`config.mk`:
```
export PLATFORM = sky130hd
export DESIGN_NAME = scr1_ahb_sram_slv
export DESIGN_NICKNAME = d
export VERILOG_FILES = /design/src/rtl/scr1_ahb_sram_slv.sv
export SDC_FILE = /design/constraint.sdc
export NUM_CORES = 1
export LEC_CHECK = 0
export ABC_AREA = 1
export ABC_CLOCK_PERIOD_IN_PS = 6970
export CORE_MARGIN = 2
export CORE_UTILIZATION = 43
export DETAILED_ROUTE_END_ITERATION = 10
export GPL_TIMING_DRIVEN = 0
export PLACE_DENSITY_LB_ADDON = 0.25
export SLEW_MARGIN = 25
export SYNTH_ARGS = -nofsm -noshare
export SYNTH_HDL_FRONTEND = slang
export SYNTH_SLANG_ARGS = --single-unit
```
`constraint.sdc`:
```
create_clock -name clk -period 6.97 [get_ports clk]
set_input_delay 1.394 -clock clk [delete_from_list [all_inputs] [get_ports clk]]
set_output_delay 1.394 -clock clk [all_outputs]
set_load 0.01 [all_outputs]
```
`src/rtl/scr1_ahb_sram_slv.sv`:
```
// AHB-Lite responder for a single-port synchronous SRAM with a one-entry delayed-write buffer.
// Define SCR1_AHB_SLV_RDATA_REG_EN to register read data (one wait state per read).
module scr1_ahb_sram_slv #(
  parameter int          SCR1_SLV_AWIDTH = 14,
  parameter logic [31:0] SCR1_SLV_BASE   = 32'h0000_0000
) (
  input  logic                       clk,
  input  logic                       rst_n,
  input  logic                       hsel,
  input  logic [1:0]                 htrans,
  input  logic [31:0]                haddr,
  input  logic                       hwrite,
  input  logic [2:0]                 hsize,
  input  logic [31:0]                hwdata,
  input  logic                       hready,
  output logic                       hreadyout,
  output logic                       hresp,
  output logic [31:0]                hrdata,
  output logic                       mem_req,
  output logic                       mem_we,
  output logic [SCR1_SLV_AWIDTH-1:0] mem_addr,
  output logic [3:0]                 mem_be,
  output logic [31:0]                mem_wdata,
  input  logic [31:0]                mem_rdata
);

  localparam int AW = SCR1_SLV_AWIDTH;

  localparam logic [2:0] ST_IDLE = 3'd0;
  localparam logic [2:0] ST_RD   = 3'd1;
  localparam logic [2:0] ST_WR   = 3'd2;
  localparam logic [2:0] ST_ERR1 = 3'd3;
  localparam logic [2:0] ST_ERR2 = 3'd4;
`ifdef SCR1_AHB_SLV_RDATA_REG_EN
  localparam logic [2:0] ST_RD2  = 3'd5;
`endif

  logic [2:0]    state_q, state_d;
  logic [AW-1:0] addr_q, addr_d;
  logic [3:0]    be_q, be_d;
  logic          wb_vld_q, wb_vld_d;
  logic [AW-1:0] wb_addr_q, wb_addr_d;
  logic [3:0]    wb_be_q, wb_be_d;
  logic [31:0]   wb_data_q, wb_data_d;

  logic          addr_err, rd_pend, stall;
  logic          accept, rd_acc, wr_acc, err_acc;
  logic          wr_done, commit, fwd;
  logic [31:0]   rd_merged;

  function automatic logic [3:0] size_be(input logic [2:0] size, input logic [1:0] a);
    case (size)
      3'd0:    size_be = 4'b0001 << a;
      3'd1:    size_be = 4'b0011 << a;
      default: size_be = 4'b1111;
    endcase
  endfunction

  function automatic logic [31:0] byte_merge(input logic [31:0] base, input logic [31:0] upd,
                                             input logic [3:0] be);
    for (int b = 0; b < 4; b++)
      byte_merge[8*b +: 8] = be[b] ? upd[8*b +: 8] : base[8*b +: 8];
  endfunction

  assign addr_err = (haddr[31:AW+2] != SCR1_SLV_BASE[31:AW+2]) | (hsize > 3'd2)
                  | ((hsize == 3'd1) & haddr[0]) | ((hsize == 3'd2) & (|haddr[1:0]));

  // Stall detection must not look at hready: on a single-slave bus it is hreadyout itself.
  assign rd_pend = hsel & htrans[1] & ~addr_err & ~hwrite;
  assign stall   = (state_q == ST_WR) & wb_vld_q & rd_pend;

  always_comb begin
    hreadyout = 1'b1;
    hresp     = 1'b0;
    case (state_q)
      ST_ERR1: begin hreadyout = 1'b0; hresp = 1'b1; end
      ST_ERR2: hresp = 1'b1;
      ST_WR:   hreadyout = ~stall;
`ifdef SCR1_AHB_SLV_RDATA_REG_EN
      ST_RD:   hreadyout = 1'b0;
`endif
      default: ;
    endcase
  end

  assign accept  = hsel & htrans[1] & hready & hreadyout;
  assign rd_acc  = accept & ~addr_err & ~hwrite;
  assign wr_acc  = accept & ~addr_err & hwrite;
  assign err_acc = accept & addr_err;

  assign wr_done = (state_q == ST_WR) & hreadyout;
  assign commit  = wb_vld_q & ~rd_acc;

  // A new read owns the SRAM port; otherwise the buffered write drains.
  assign mem_req   = rd_acc | commit;
  assign mem_we    = commit;
  assign mem_addr  = rd_acc ? haddr[AW+1:2] : wb_addr_q;
  assign mem_be    = rd_acc ? 4'b1111 : wb_be_q;
  assign mem_wdata = wb_data_q;

  assign fwd       = wb_vld_q & (wb_addr_q == addr_q);
  assign rd_merged = byte_merge(mem_rdata, wb_data_q, fwd ? wb_be_q : 4'b0000);

  always_comb begin
    state_d = state_q;
    if (hreadyout) begin
      if (err_acc)     state_d = ST_ERR1;
      else if (rd_acc) state_d = ST_RD;
      else if (wr_acc) state_d = ST_WR;
      else             state_d = ST_IDLE;
    end else if (state_q == ST_ERR1) begin
      state_d = ST_ERR2;
`ifdef SCR1_AHB_SLV_RDATA_REG_EN
    end else if (state_q == ST_RD) begin
      state_d = ST_RD2;
`endif
    end
  end

  always_comb begin
    addr_d    = accept ? haddr[AW+1:2] : addr_q;
    be_d      = accept ? size_be(hsize, haddr[1:0]) : be_q;
    wb_vld_d  = wr_done ? 1'b1 : (commit ? 1'b0 : wb_vld_q);
    wb_addr_d = wr_done ? addr_q : wb_addr_q;
    wb_be_d   = wr_done ? be_q : wb_be_q;
    wb_data_d = wr_done ? hwdata : wb_data_q;
  end

`ifdef SCR1_AHB_SLV_RDATA_REG_EN
  logic [31:0] rdata_q, rdata_d;

  assign rdata_d = (state_q == ST_RD) ? rd_merged : rdata_q;
  assign hrdata  = (state_q == ST_RD2) ? rdata_q : 32'h0;

  always_ff @(posedge clk) rdata_q <= rdata_d;
`else
  assign hrdata = (state_q == ST_RD) ? rd_merged : 32'h0;
`endif

  always_ff @(posedge clk or negedge rst_n) begin
    if (!rst_n) begin
      state_q  <= ST_IDLE;
      wb_vld_q <= 1'b0;
    end else begin
      state_q  <= state_d;
      wb_vld_q <= wb_vld_d;
    end
  end

  always_ff @(posedge clk) begin
    addr_q    <= addr_d;
    be_q      <= be_d;
    wb_addr_q <= wb_addr_d;
    wb_be_q   <= wb_be_d;
    wb_data_q <= wb_data_d;
  end

endmodule

```
==> summary.md, run 1 <==
| Metric | Value |
|---|---|
| Max Buffers Root-to-Sink | 2 |
| Max H-tree Level | 3 |
| Switching power | a little over 200 uW |
| CP Data Arrival Time | 3.64 ns |
| Reg area | about 2100 um2 |
| DR iter-0 viols | 186 |
| Comb pwr share | 0.146 |
| Row cnt | 33 |
| Antenna Nets Post-Route | 0 |
| Number of vias per cell | between 4 and 5 |
| CP delay by family, top | buffers and inverters |
| Crit-path max FO | 10 |
| Clk root buf | clkbuf_8 |
| Max-cap violations | 0 |
| Slowest Stage Delay on Critical Path | 0.54 ns |
| Largest net degree at the start of global routing | 28 |
| Area of the multi-input gates | between 1000 and 1500 um2 |
| Global-route wire length before repair | around 15,000 um |
| Cts repair resizes | 0 |
| Antenna cell count | 0 |
| Die width | approximately 96 um |
| Synth Instances | 403 |
| Clock latency on the worst-skew pair | 0.33 ns |
| Cell Int Power | roughly 730 uW |
| Initial core utilization | 0.4419 |
| Total gr overflow | 0 |
| CP Data Required Time | ~5.6 ns |
| Share of layout cells above drive strength 1 | 0.06557 |
| Fin cells | roughly 700 |
| Max Slew Vio Count | 0 |
| Final count of negative-setup-slack endpoints | 0 |
| Part of the power in registers | 0.527 |
| Synth cell types | 24 |
| DR pass1 iterations | 4 |
| CTS tree | built |
| Routed length per instance | approximately 14 um |
| Leak | approximately 0.0025 uW |
| CP Buf/Inv Count | 4 |
| Hpwl dp | just under 8000 um |
| Final min period | a little over 5 ns |
| Final #Nets | just over 700 |
| Cell type with the largest total area after synthesis | edfxtp_1 |
| Die area | just over 9000 um2 |
| IO buf count | 190 |
| Tot GR Track Use | 0.2162 |
| Initial antenna violation count | 0 |
| Top FF cell, synth | edfxtp_1 |
| Post-synth top area share | 0.5624 |
| Core Area | approximately 8200 um2 |
| Crit path cell chain | clkdlybuf4s50_1, nor2_4, inv_2, nand2_1, nand2_2, nor3_4, buf_4, nand4_1, nand2_1, clkdlybuf4s50_1 |
| Register area share after synthesis | 0.5899 |
| DRC Markers | 0 |
| # IOs | 192 |
| Slowest CP cell | clkdlybuf4s50_1 |
| Top post-synthesis cells by area | edfxtp_1 56%, nand2_1 13%, nor2_1 8.5% |
| Setup CP Type | in2out |
| RSZ-0062 raised after global routing | false |
| Post-synth EDFFs | between 60 and 70 |
| Sink Count | 72 |
| FMAX | 198.7 MHz |
| Register bit total from synthesis | 72 |
| Net Count, Synth | ~510 |
| Dpl cells | approximately 700 |
| Post-CTS setup buffers | 0 |
| Hold_buf cts | 0 |
| Max VDD drop | about 0.000080 V |
| Area grow syn2layout | 61.44% |
| Post-placement cell area | between 5000 and 6000 um2 |
| Final Cycle Share | 0.7219 |
| Cell area after layout | 5862 um2 |
| Layout fillers | ~630 |
| Die Ht | about 96 um |
| Pwr Density | around 160 nW/um2 |
| Clock Power Share | 0.327 |
| GPL Wtd Cong | between 0.8 and 0.9 |
| Worst Max-Slew Pin Slew | approximately 0.75 ns |
| Clock skew | ~0.013 ns |
| Status | complete, no violations |
| Vias in the first global route | about 3,300 |
| Startpoint types | primary input |
| Hold crit path type | reg2reg |
| Fraction of synthesis flops using an asynchronous set or reset pin | 0.05556 |
| Hold Fails Final Rpt | 0 |
| Routed Wire Length | between 10,000 and 15,000 um |
| Mapped Area | ~3600 um2 |
| Count leader, synth | nand2_1 |
| Mapped Avg Cell Area | 9.010 um2 |
| CTS Buf Count | 9 |
| Synth cell count leaders | 125 x nand2_1, 82 x nor2_1, 68 x edfxtp_1 |
| Switching Share | 0.2171 |
| CP Capture Type | primary output |
| Fin Setup TNS | 0 ns |
| Synth warnings | 0 |
| Vias | 3,402 |
| Slew HR | 0.4941 |
| Clock transition at path regs | 0.07 ns |
layout make-up:
| cell class | count | area share |
|---|---|---|
| Sequential cell | 72 | 0.3654 |
| Timing Repair Buffer | 191 | 0.3279 |
| Multi-Input combinational cell | 263 | 0.2015 |
| Inverter | 56 | 0.03586 |
| Tap cell | 105 | 0.02241 |
| Clock buffer | 10 | 0.02177 |
| Buffer | 12 | 0.01665 |
| Clock inverter | 6 | 0.008538 |
path summary, 6_finish.rpt:
check                                       start                      to  slack [ns]  depth (start not counted)
max                                      hsize[2]             mem_addr[8]        1.94                         10
min                         be_q[2]$_SDFFCE_PN1N_    wb_be_q[2]$_DFFE_PP_        0.42                          0
max reg2reg                state_q[2]$_DFFE_PN0P_     addr_q[5]$_DFFE_PN_        4.86                          7
min reg2reg                 be_q[2]$_SDFFCE_PN1N_    wb_be_q[2]$_DFFE_PP_        0.42                          0
max in group asynchronous                   rst_n    wb_vld_q$_DFFE_PN0P_        5.53                          1
min in group asynchronous                   rst_n  state_q[0]$_DFFE_PN0P_        1.27                          1
stage by stage:
| stage | hold slack (ns) | worst slack, ns | power, uW | utilization |
|---|---|---|---|---|
| after floorplan | 0.4003 | 3.148 | 542.4 | - |
| after global placement | 0.4046 | 1.986 | 634.7 | 0.6894 |
| after detailed placement | 0.4045 | 1.936 | 638.9 | 0.6918 |
| after CTS | 0.4205 | 1.935 | 942.6 | 0.7134 |
| after global routing | 0.4290 | 1.775 | 971.5 | 0.7134 |
| final | 0.4201 | 1.938 | 934.8 | 0.7134 |
sequential cells by signal, indices dropped and copies added, names as in the netlist:
signal     flops
mem_wdata     32
addr_q        14
wb_addr_q     14
be_q           4
wb_be_q        4
state_q        3
wb_vld_q       1
cells in the final DEF, fill, tap and decap left out, types with 2 or more instances in the layout:
master and count:
inv_2 3, buf_4 6, nand2_2 3, clkbuf_1 3, xnor2_1 6, nand2_1 125, clkdlybuf4s50_1 190, nor2_1 82
nor2_4 4, inv_1 53, nand3_1 6, nand3_2 5, clkbuf_8 9, nand4_1 15, o21ai_0 6, dfrtp_1 4
a21oi_1 2, edfxtp_1 68, nor3_1 3, clkinv_1 4, buf_6 4
routing by layer:
metal | GRT usage | routed length, um | vias up
li1 | - | - | 1680
met5 | 0 | 0 | -
met4 | 0.09405 | 184 | 0
met2 | 0.3864 | 5184 | 143
met3 | 0.04150 | 748 | 16
met1 | 0.2519 | 4046 | 1563
power by group through the flow:
| stage | clock [uW] | sequential (uW) | combinational, uW |
|---|---|---|---|
| 2_1_floorplan | 0 | 504 | 38.2 |
| 3_3_place_gp | 0 | 502 | 132 |
| 3_5_place_dp | 0 | 503 | 136 |
| 4_1_cts | 312 | 493 | 137 |
| 5_1_grt | 329 | 494 | 148 |
| 6_report | 305 | 493 | 136 |
cells by family (layout without fill, tap and decap cells):
kind of cell / after synthesis / count (layout) / synth area share
AO/OA/AOI/OAI: 10 / 10 / 0.01551
AND/OR/NAND/NOR: 246 / 246 / 0.2929
flip-flops: 72 / 72 / 0.5899
buffers and inverters: 68 / 275 / 0.08477
XOR/XNOR: 7 / 7 / 0.01689
(Power assumes the default switching activity.)
==> inputs of run 2 (changes only) <==
- ABC_CLOCK_PERIOD_IN_PS: 6970 -> 4800
- CORE_UTILIZATION: 43 -> 40
- clock period: 6.97 -> 4.8 ns (I/O delays scaled with it)
==> run 2 against run 1 <==
Final cell count up 0.28%. Flip-flop and latch count stayed put. Hold slack worse by 0.0016 ns. Wire length decreased by 0.96%.
==> summary.md, run 2 (synthesis results as in run 1) <==
| Metric | Value |
|---|---|
| Total gr overflow | 0 (unchanged) |
| Max VDD drop | 0.0001135 V (+41%) |
| Hold crit path type | reg2reg |
| Antenna Nets Post-Route | 0 (unchanged) |
| Number of vias per cell | 4.579 (-3.8%) |
| Leak | 0.002488 uW (-0.45%) |
| CP Data Arrival Time | 3.16 ns (-0.48 ns) |
| DR pass1 iterations | 4 (unchanged) |
| Post-placement cell area | 5688 um2 (about the same) |
| CP Data Required Time | 3.84 ns (-1.74 ns) |
| Worst Max-Slew Pin Slew | 0.9223 ns (+0.1693 ns) |
| Max Buffers Root-to-Sink | 2 (unchanged) |
| Final core utilization | 0.6666 (-0.04680) |
| Largest register FFs | 32 (unchanged) |
| Routed length per instance | 14.04 um (-1.2%) |
| Area grow syn2layout | 60.89% |
| Antenna cell count | 0 (unchanged) |
| Die area | 9856 um2 (+7.2%) |
| CTS tree | built |
| Row cnt | 34 (+3.0%) |
| # IOs | 192 (unchanged) |
| IO buf count | 190 (unchanged) |
| GPL Wtd Cong | 0.8432 (-1.6%) |
| Post-CTS setup buffers | 0 (unchanged) |
| Status | complete, no violations |
| Global-route wire length before repair | 15,630 um (+2.4%) |
| Final min period | slightly above 4 ns |
| Clock transition at path regs | 0.07 ns (about the same) |
| CTS Buf Count | 9 (unchanged) |
| Max Slew Vio Count | 0 (unchanged) |
| Share of layout cells above drive strength 1 | 0.06897 (+0.003392) |
| Hold_buf cts | 0 (unchanged) |
| Cts repair resizes | 0 (unchanged) |
| Die width | 99.28 um (+3.5%) |
| RSZ-0062 raised after global routing | false |
| DR iter-0 viols | 130 (-30%) |
| Sink Count | 72 (unchanged) |
| Startpoint types | primary input |
| Setup CP Type | in2out |
| Hold Fails Final Rpt | 0 (unchanged) |
| Core Area | 8763 um2 (+6.7%) |
| Routed Wire Length | 10,070 um (-0.96%) |
| Final count of negative-setup-slack endpoints | 0 (unchanged) |
| Initial core utilization | 0.4143 (-0.02757) |
| Fin Setup TNS | 0 ns (unchanged) |
| Clock latency on the worst-skew pair | 0.34 ns (about the same) |
| Initial antenna violation count | 0 (unchanged) |
| Clock skew | 0.008311 ns (-0.004195 ns) |
| Final #Nets | 711 (unchanged) |
| Vias | 3,283 (-3.5%) |
| Most frequent cells in the layout | 190 x clkdlybuf4s50_1, 125 x nand2_1, 82 x nor2_1 |
| FMAX | roughly 240 MHz |
| Crit-path max FO | 10 (unchanged) |
| Final Cycle Share | 0.8586 |
| Pwr Density | 223.0 nW/um2 (+40%) |
| Max H-tree Level | 3 (unchanged) |
| Hpwl dp | 7837 um (-0.68%) |
| Largest net degree at the start of global routing | 28 (unchanged) |
| Tot GR Track Use | 0.2029 (-0.01332) |
| Slew HR | 0.3804 (-0.1137) |
| Clk root buf | clkbuf_8 |
| Max-cap violations | 0 (unchanged) |
| Cell area after layout | 5842 um2 (-0.34%) |
| DRC Markers | 0 (unchanged) |
| Vias in the first global route | 3,174 (-5.0%) |
| CP Capture Type | primary output |
| Commonest non-fill, non-tap cell in the layout | clkdlybuf4s50_1 |
| Die Ht | 99.28 um (+3.5%) |
| Worst hold slack | 0.4185 ns (-0.001595 ns) |
[run 2: cell count changes in the layout (fill, tap and decap cells not counted)]
cell,change
bufinv_16,-1
clkinv_1,-4
clkinv_2,+2
clkbuf_1,+1
clkinvlp_4,+1
[run 2: worst paths after layout]
check / start / to / slack (ns) / depth (start not counted)
max: hsize[2] / mem_addr[10] / 0.68 / 10
min: be_q[0]$_SDFFCE_PN1N_ / wb_be_q[0]$_DFFE_PP_ / 0.42 / 0
max reg2reg: state_q[2]$_DFFE_PN0P_ / be_q[0]$_SDFFCE_PN1N_ / 2.72 / 7
min reg2reg: be_q[0]$_SDFFCE_PN1N_ / wb_be_q[0]$_DFFE_PP_ / 0.42 / 0
max in group asynchronous: rst_n / state_q[2]$_DFFE_PN0P_ / 3.80 / 1
min in group asynchronous: rst_n / state_q[0]$_DFFE_PN0P_ / 0.83 / 1
[run 2: final cells by class]
class	instances	area, um2
Inverter	56	210.2
Clock inverter	4	22.52
Buffer	12	97.59
Clock buffer	11	131.4
Tap cell	108	135.1
Sequential cell	72	2142
Fill cell	731	2922
Timing Repair Buffer	191	1922
Multi-Input combinational cell	263	1181
[run 2: worst max-delay path: stages]
cell	delay (ns)
clkdlybuf4s50_1	0.46
nor2_4	0.18
inv_2	0.05
nand2_1	0.07
nand2_2	0.09
nor3_4	0.34
buf_4	0.25
nand4_1	0.11
nand2_1	0.10
clkdlybuf4s50_1	0.56
[run 2: power by group]
part / leakage (uW) / switching (uW) / internal [uW]
clock: 0.0000789 / 207 / 182
sequential: 0.000677 / 9.16 / 707
combinational: 0.00173 / 73.9 / 123
[run 2: per-layer routing]
layer,track usage,up-vias,wire length [um]
met1,0.2566,1466,4170
li1,-,1678,-
met3,0.03022,10,575
met5,0,-,0
met2,0.3540,129,5175
met4,0.07376,0,144
[run 2: stage by stage]
step                      power (uW)  cells  worst slack [ns]
after floorplan                787.6    403             1.846
after global placement         921.4    701            0.6841
after detailed placement       927.1    702            0.6611
after CTS                       1321    717            0.6566
after global routing            1361    717            0.5021
final                           1303    717            0.6785
